<file path="config.mk">
export PLATFORM = sky130hd
export DESIGN_NAME = alu_mc
export DESIGN_NICKNAME = d
export VERILOG_FILES = /design/src/rtl/alu_mc.sv
export SDC_FILE = /design/constraint.sdc
export NUM_CORES = 1
export LEC_CHECK = 0
export BUFFER_PORTS_ARGS = -buffer_cell sky130_fd_sc_hd__buf_2
export CAP_MARGIN = 20
export CELL_PAD_IN_SITES_DETAIL_PLACEMENT = 1
export CELL_PAD_IN_SITES_GLOBAL_PLACEMENT = 2
export CORE_ASPECT_RATIO = 0.5
export CORE_UTILIZATION = 39
export DETAILED_ROUTE_END_ITERATION = 8
export PLACE_DENSITY = 0.92
export SLEW_MARGIN = 10
export SYNTH_ARGS = -nofsm -noshare
export SYNTH_HDL_FRONTEND = slang
export SYNTH_SLANG_ARGS = --single-unit
</file>
<file path="constraint.sdc">
create_clock -name clk -period 6.7 [get_ports clk]
set_input_delay 0.67 -clock clk [delete_from_list [all_inputs] [get_ports clk]]
set_output_delay 0.67 -clock clk [all_outputs]
set_load 0.005 [all_outputs]
</file>
<file path="src/rtl/alu_mc.sv">
// Multi-cycle execute-stage ALU: single-cycle ADD/SUB/AND/OR/XOR plus an iterative
// shift-add unsigned multiply, with valid/ready handshakes on both sides.
module alu_mc #(
    parameter int WIDTH = 32,
    parameter int CNT_W = $clog2(WIDTH + 1)
) (
    input  logic             clk,
    input  logic             rst_n,
    input  logic             in_valid,
    output logic             in_ready,
    input  logic [5:0]       opcode,
    input  logic [5:0]       funct,
    input  logic [WIDTH-1:0] src_a,
    input  logic [WIDTH-1:0] src_b,
    output logic             out_valid,
    input  logic             out_ready,
    output logic [WIDTH-1:0] result,
    output logic             flag,
    output logic             zero,
    output logic             busy
);
    typedef enum logic [1:0] {S_IDLE, S_MUL, S_DONE} state_t;
    typedef enum logic [2:0] {OP_ADD, OP_SUB, OP_AND, OP_OR, OP_XOR, OP_MUL} op_t;

    state_t             state, state_next;
    op_t                op;
    logic               accept;
    logic               last_iter;
    logic [WIDTH:0]     sum, diff;
    logic [WIDTH-1:0]   alu_res;
    logic               alu_flag;
    logic [2*WIDTH-1:0] mcand, acc, acc_next;
    logic [WIDTH-1:0]   mplier;
    logic [CNT_W-1:0]   count;

    assign in_ready  = (state == S_IDLE) || ((state == S_DONE) && out_ready);
    assign out_valid = (state == S_DONE);
    assign busy      = (state == S_MUL);
    assign accept    = in_valid && in_ready;
    assign last_iter = (count == CNT_W'(WIDTH - 1));

    // NOTE: every signal written in an always_comb gets a default first so no path infers a latch.
    always_comb begin
        op = OP_ADD;
        if (opcode == 6'd0) begin
            case (funct)
                6'd2:    op = OP_SUB;
                6'd4:    op = OP_AND;
                6'd5:    op = OP_OR;
                6'd10:   op = OP_XOR;
                6'd24:   op = OP_MUL;
                default: op = OP_ADD;
            endcase
        end else if (opcode == 6'd4) begin
            op = OP_XOR;
        end
    end

    // Top bit of the widened sum is the carry; of the widened difference, the borrow.
    assign sum  = {1'b0, src_a} + {1'b0, src_b};
    assign diff = {1'b0, src_a} - {1'b0, src_b};

    always_comb begin
        alu_res  = sum[WIDTH-1:0];
        alu_flag = sum[WIDTH];
        case (op)
            OP_SUB: begin
                alu_res  = diff[WIDTH-1:0];
                alu_flag = diff[WIDTH];
            end
            OP_AND: begin
                alu_res  = src_a & src_b;
                alu_flag = 1'b0;
            end
            OP_OR: begin
                alu_res  = src_a | src_b;
                alu_flag = 1'b0;
            end
            OP_XOR: begin
                alu_res  = src_a ^ src_b;
                alu_flag = 1'b0;
            end
            default: ;
        endcase
    end

    assign acc_next = acc + (mplier[0] ? mcand : '0);

    always_comb begin
        state_next = state;
        if (accept) begin
            state_next = (op == OP_MUL) ? S_MUL : S_DONE;
        end else begin
            case (state)
                S_MUL:   if (last_iter) state_next = S_DONE;
                S_DONE:  if (out_ready) state_next = S_IDLE;
                default: ;
            endcase
        end
    end

    // NOTE: sequential state uses non-blocking assignments so every register samples pre-edge values.
    always_ff @(posedge clk) begin
        if (!rst_n) state <= S_IDLE;
        else        state <= state_next;
    end

    always_ff @(posedge clk) begin
        if (!rst_n) begin
            result <= '0;
            flag   <= 1'b0;
            zero   <= 1'b0;
            count  <= '0;
            acc    <= '0;
            mcand  <= '0;
            mplier <= '0;
        end else if (accept) begin
            if (op == OP_MUL) begin
                mcand  <= {{WIDTH{1'b0}}, src_a};
                mplier <= src_b;
                acc    <= '0;
                count  <= '0;
            end else begin
                result <= alu_res;
                flag   <= alu_flag;
                zero   <= (alu_res == '0);
            end
        end else if (state == S_MUL) begin
            acc    <= acc_next;
            mcand  <= mcand << 1;
            mplier <= mplier >> 1;
            count  <= count + 1'b1;
            if (last_iter) begin
                result <= acc_next[WIDTH-1:0];
                flag   <= |acc_next[2*WIDTH-1:WIDTH];
                zero   <= (acc_next[WIDTH-1:0] == '0);
            end
        end
    end
endmodule

</file>
; ---- Word level (Yosys, flattened, before mapping)
; Index checks and enable logic that the tools add are counted.
[word_totals]
mem_bits_ro = 0
elab_cells = 83
ramBits = 0
mem_count = 0
latchBits = 0
register_bits = 202
out_inout_bits = 37
[op_classes]
n_div = 0
multipliers = 0
mux = 35
addsub = 4
n_eq_ne = 18
magnitude_cmp = 0
n_bitwise = 3
reduce_logical = 15
shifts = 0
[ops]
columns = operator, n
row1 = 64-bit two-way mux, 7
row2 = 32-bit two-way mux, 7
row3 = 32-bit one-hot mux with 4 select lines, 1
row4 = 64-bit adder, 1
row5 = 32-bit zero test, 2
row6 = 32-bit by 32-bit adder with 33-bit output, 1
row7 = 32-bit by 32-bit subtractor with 33-bit output, 1
row8 = 32-bit AND, 1
row9 = 32-bit OR, 1
row10 = 32-bit OR reduction, 1
row11 = 32-bit XOR, 1
row12 = "6-bit by 3-bit equality test with 1-bit output, second input constant", 3
row13 = 6-bit two-way mux, 3
row14 = 3-bit one-hot mux with 5 select lines, 1
row15 = "6-bit by 5-bit equality test with 1-bit output, second input constant", 2
row16 = 1-bit two-way mux, 8
row17 = 2-bit two-way mux, 4
row18 = "6-bit by 1-bit adder with 6-bit output, second input constant", 1
row19 = "3-bit by 2-bit equality test with 1-bit output, second input constant", 2
row20 = "3-bit equality test, second input constant", 2
row21 = "6-bit by 2-bit equality test with 1-bit output, second input constant", 1
row22 = "6-bit by 4-bit equality test with 1-bit output, second input constant", 1
row23 = 6-bit zero test, 1
row24 = 3-bit two-way mux, 2
row25 = 16 further kinds, 20

; ---- Logic depth before layout (Yosys ltp)
[logic_depth]
word_depth = 8
ltp_mapped = 18
ltp_nobuf = 16

; ---- Worst setup path after synthesis
; OpenSTA, ideal clock, no wires.
[synth_timing]
path_type = input to register
startpoint = in src_a[0]
endpoint = reg zero
required_time_ns = 6.616
path_slack_ns = 2.660
arrival_ns = 3.955
stages = 16
path_cell_list = inv_1 ha_1 inv_1 fa_1 nor2b_1 o221ai_1 a21oi_1 nor3_1 nor3_1 o21ai_1 mux2i_1 o221ai_1 or4_1 nor4b_1 nand4b_1 o31ai_2
[synth_via]
elab_chain_len = 5
word_cells_on_any_way = 9
cone_classes = 2 x add/sub / 3 x mux / 3 x bitwise / 1 x reduce/logical
[synth_rtl]
columns = element, line
row1 = from (decl), 13  ; input logic [WIDTH-1:0] src_a,
row2 = 32-bit by 32-bit adder with 33-bit output (tied with other cells), 60  ; assign sum = {1'b0, src_a} + {1'b0, src_b};
row3 = 32-bit one-hot mux with 4 select lines *, 66  ; case (op)
row4 = 32-bit zero test *, 126  ; zero <= (alu_res == '0);
row5 = 1-bit two-way mux *, 118  ; if (op == OP_MUL) begin
row6 = 1-bit two-way mux *, 117  ; end else if (accept) begin
row7 = to (signal assigned), 126
row8 = to (signal assigned), 136  ; zero <= (acc_next[WIDTH-1:0] == '0);
row9 = to (decl), 19  ; output logic zero,
; Every way passes the cells marked *; elsewhere a longest branch is shown, timed or not. The select of a mux whose other input is x is not followed.
; A chain may end at the register's enable or synchronous reset.

; ---- Worst setup path in the final report
[layout_timing]
startpoint = reg mplier[0]
endpoint = reg flag
[layout_via]
elab_chain_len = 6
[layout_rtl]
columns = element, line
row1 = from (decl), 33  ; logic [WIDTH-1:0] mplier;
row2 = from (signal assigned), 120  ; mplier <= src_b;
row3 = from (signal assigned), 131  ; mplier <= mplier >> 1;
row4 = 64-bit two-way mux, 87  ; assign acc_next = acc + (mplier[0] ? mcand : '0);
row5 = 64-bit adder, 87
row6 = 32-bit OR reduction, 135  ; flag <= |acc_next[2*WIDTH-1:WIDTH];
row7 = 1-bit two-way mux, 133  ; if (last_iter) begin
row8 = 1-bit two-way mux, 128  ; end else if (state == S_MUL) begin
row9 = 1-bit two-way mux, 117
row10 = to (signal assigned), 125  ; flag <= alu_flag;
row11 = to (signal assigned), 135
row12 = to (decl), 18  ; output logic flag,
; No other way between the ends. The select of a mux whose other input is x is not followed.

==> metrics.md <==
| Metric | Value |
|---|---|
| Setup violators final | `0` |
| Required time of the critical path | `about 7100 ps` |
| HPWL Detailed | `between 50000 and 60000 µm` |
| P&R area growth vs syn | `9.62%` |
| R2r worst-path depth | `15` |
| Final Hold Viols | `0` |
| Period utilisation layout | `0.717` |
| Area occupied by multi-input gates | `around 13000 µm²` |
| Nets@finish | `between 2000 and 3000` |
| Measured slew at the worst slew-check pin | `between 1000 and 1500 ps` |
| Io pins | `between 100 and 150` |
| Quantity of hold-fixing buffers added after cts | `0` |
| Met2 Wirelength | `about 31000 µm` |
| Syn_nets | `~2800` |
| Clock buffer depth | `3` |
| Leakage power | `between 8 and 9 nW` |
| Yosys warning count | `0` |
| Type of origin of the critical path | `register` |
| Non-Filler Instances | `3152` |
| Sequential share of the synthesized area | `0.220` |
| Max_cap viols | `0` |
| Layout Skew | `15.3 ps` |
| GRT Total Usage | `0.294` |
| Setup crit end kind | `register` |
| Setup slack after layout | `1900 ps` |
| Hold path cells | `3` |
| Mapped Area | `roughly 18000 µm²` |
| Detailed-route via count | `just under 20000` |
| Async SR Flop Fraction | `0` |
| Routed WL | `72000 µm` |
| Cell Pwr Density | `about 170 nW/µm²` |
| WP data arrival | `about 5200 ps` |
| Core ar. | `45800 µm²` |
| Clk sinks | `approximately 200` |
| Pwr Total | `3.36 mW` |
| Fraction of layout cells with a size suffix above 1 | `0.0891` |
| WHS | `roughly 410 ps` |
| Initial Util | `0.401` |
| H-tree levels | `1` |
| Most frequent cells in the layout | `nand2_1, dfxtp_1, a21oi_1` |
| Post-route setup TNS | `0 ps` |
| FP Rows | `55` |
| Wire length on met3 | `approximately 5300 µm` |
| Post-CTS Setup Bufs | `0` |
| Status | `finished, final reports clean` |
| Most common cell after layout, fill and taps aside | `nand2_1` |
| Max Slew Vio Count | `0` |
| Number of antenna violations at the first check in global routing | `4` |
| Placed Cells incl. Taps | `~3100` |
| Clk_lat worst skew | `between 500 and 600 ps` |
| Synth Instances | `about 2500` |
| Critical path type | `register to register` |
| Routed length on met1 | `33600 µm` |
| Die X | `309 µm` |
| First-pass GRT wire length | `roughly 110000 µm` |
| Total CTS buffers | `23` |
| Routed wire per std cell | `about 23 µm` |
| Routed vias/inst | `slightly above 6` |
| Synth Register Bits | `202` |
| Post-CTS sizing | `0` |
| # DRC | `0` |
| CP max FO | `29` |
| Largest net degree at the start of global routing | `just under 90` |
| CTS clk-pin slew, worst paths | `60 ps` |
| Min-Delay Path Class | `input port to register` |
| Vias in the first global route | `about 19000` |
| Min cycle time layout | `between 4000 and 5000 ps` |
| PortBufs | `116` |
| Syn Area/Cell | `around 7.3 µm²` |
| Die Y | `156 µm` |
| Maximum VDD drop | `121 µV` |
| Gp weighted congestion | `between 0.9 and 1` |
| Number of flops mapped to enable cells by yosys | `0` |
| Unrepaired setup endpoints after global routing | `false` |
| Ys flop type | `dfxtp_1` |
| CTS tree | `built` |
| FF/Latch Area | `4040 µm²` |
| First drt pass iteration count | `5` |
| Final ANT Viol Nets | `0` |
| Initial DRC count | `between 1000 and 1500` |
| Rel. slew slack | `0.212` |
| Die ar. | `48100 µm²` |
| Fillers | `~5700` |
| Synth cell types | `91` |
| R2R Setup Slk | `around 1900 ps` |
| GR Overflow Total | `0` |
| Worst slack at placement | `approximately 1900 ps` |
| Top sig layer | `met5` |
| Max Fclk | `~210 MHz` |
| CTS Root Cell | `clkbuf_16` |
## synth_stat cells (6+ instances only)
library cell / instances / area share
nand2_1: 287 / 0.059
dfxtp_1: 202 / 0.22
a21oi_1: 194 / 0.053
nor2_1: 171 / 0.035
ha_1: 164 / 0.11
clkbuf_1: 146 / 0.030
nand3_1: 130 / 0.035
inv_1: 125 / 0.026
o21ai_0: 120 / 0.033
and2_1: 102 / 0.035
o211ai_1: 82 / 0.033
a21boi_0: 73 / 0.030
o211a_1: 60 / 0.033
nor3_1: 44 / 0.012
xnor2_1: 43 / 0.020
nor2b_1: 40 / 0.014
a21o_1: 39 / 0.016
nand4_1: 37 / 0.013
a211oi_1: 30 / 0.012
xor2_1: 30 / 0.014
nor4_1: 29 / 0.0099
a22oi_1: 27 / 0.011
o21bai_1: 25 / 0.010
o31ai_1: 21 / 0.0086
a31oi_1: 18 / 0.0061
a221oi_1: 16 / 0.0076
nand2b_1: 16 / 0.0054
o221ai_1: 16 / 0.0076
and3_1: 15 / 0.0051
buf_2: 15 / 0.0041
buf_1: 13 / 0.0027
o21a_1: 11 / 0.0045
o21ai_1: 10 / 0.0027
o2111ai_1: 9 / 0.0043
or2_2: 9 / 0.0031
or3_1: 9 / 0.0031
o22ai_1: 8 / 0.0027
a2111oi_0: 7 / 0.0033
a211o_1: 7 / 0.0033
mux2i_1: 7 / 0.0038
a221o_1: 6 / 0.0033
and4_1: 6 / 0.0029
inv_2: 6 / 0.0012
nor3b_1: 6 / 0.0024
## registers in the layout (all words and copies together), names as in the netlist
| name | flops |
|---|---|
| acc | 64 |
| flag | 1 |
| mcand | 64 |
| mplier | 32 |
| count | 6 |
| state | 2 |
| zero | 1 |
| result | 32 |
## through the flow
stage / util / instance area, µm²
global route: 0.440 / 20200
finish: 0.440 / 20200
floorplan: - / 18400
CTS: 0.440 / 20200
global placement: 0.422 / 19300
detailed placement: 0.422 / 19300
## final timing paths
path / start / endpoint
max reg2reg: mplier[0]$_SDFFE_PN0P_ / flag$_SDFFE_PN0P_
max: mplier[0]$_SDFFE_PN0P_ / flag$_SDFFE_PN0P_
min reg2reg: result[21]$_SDFFE_PN0P_ / result[21]$_SDFFE_PN0P_
min: src_b[31] / mplier[31]$_SDFFE_PN0P_
## metal layers
| metal | vias to the layer above | global-route usage |
|---|---|---|
| met1 | 9518 | 0.402 |
| met4 | 4 | 0.0752 |
| met2 | 602 | 0.465 |
| met3 | 110 | 0.0651 |
| li1 | 9119 | - |
| met5 | - | 0 |
## where the power goes
group | switching [mW] | total (mW) | internal [mW]
Sequential | 0.0138 | 1.23 | 1.22
Combinational | 0.476 | 0.707 | 0.231
Clock | 0.594 | 1.42 | 0.830
Total | 1.08 | 3.36 | 2.28
## worst max-delay path, stage by stage (launching register included)
cell,delay [ps]
dfxtp_1,330
buf_4,290
and2_1,190
ha_1,320
a21oi_1,320
o21ai_0,240
a31oi_1,210
o21ai_0,200
nor4_1,680
o21ai_0,190
a21boi_0,250
xnor2_1,170
a2111oi_0,500
nand4_1,140
nor4bb_1,430
a31oi_1,170
## cell type report
class | count | share of cell area
diodes | 1 | 0.000124
well taps | 627 | 0.0389
inverters | 131 | 0.0244
clock inverters | 12 | 0.00881
clock buffers | 28 | 0.0315
multi-input cells | 2010 | 0.657
repair buffers | 141 | 0.0389
flip-flops and latches | 202 | 0.201
## logic make-up (layout without fill, tap and decap cells)
logic type | count (synthesis) | count (layout) | synth area share
AOI/OAI and AO/OA | 836 | 836 | 0.317
xor gates and xnor gates | 73 | 73 | 0.0348
adders and majority gates | 167 | 167 | 0.115
buffers and inverters | 307 | 312 | 0.0640
DFF | 202 | 202 | 0.220
muxes | 7 | 7 | 0.00381
other | 0 | 1 | 0
and+or+nand+nor | 927 | 927 | 0.246
Power figures use the tool's default switching activity.
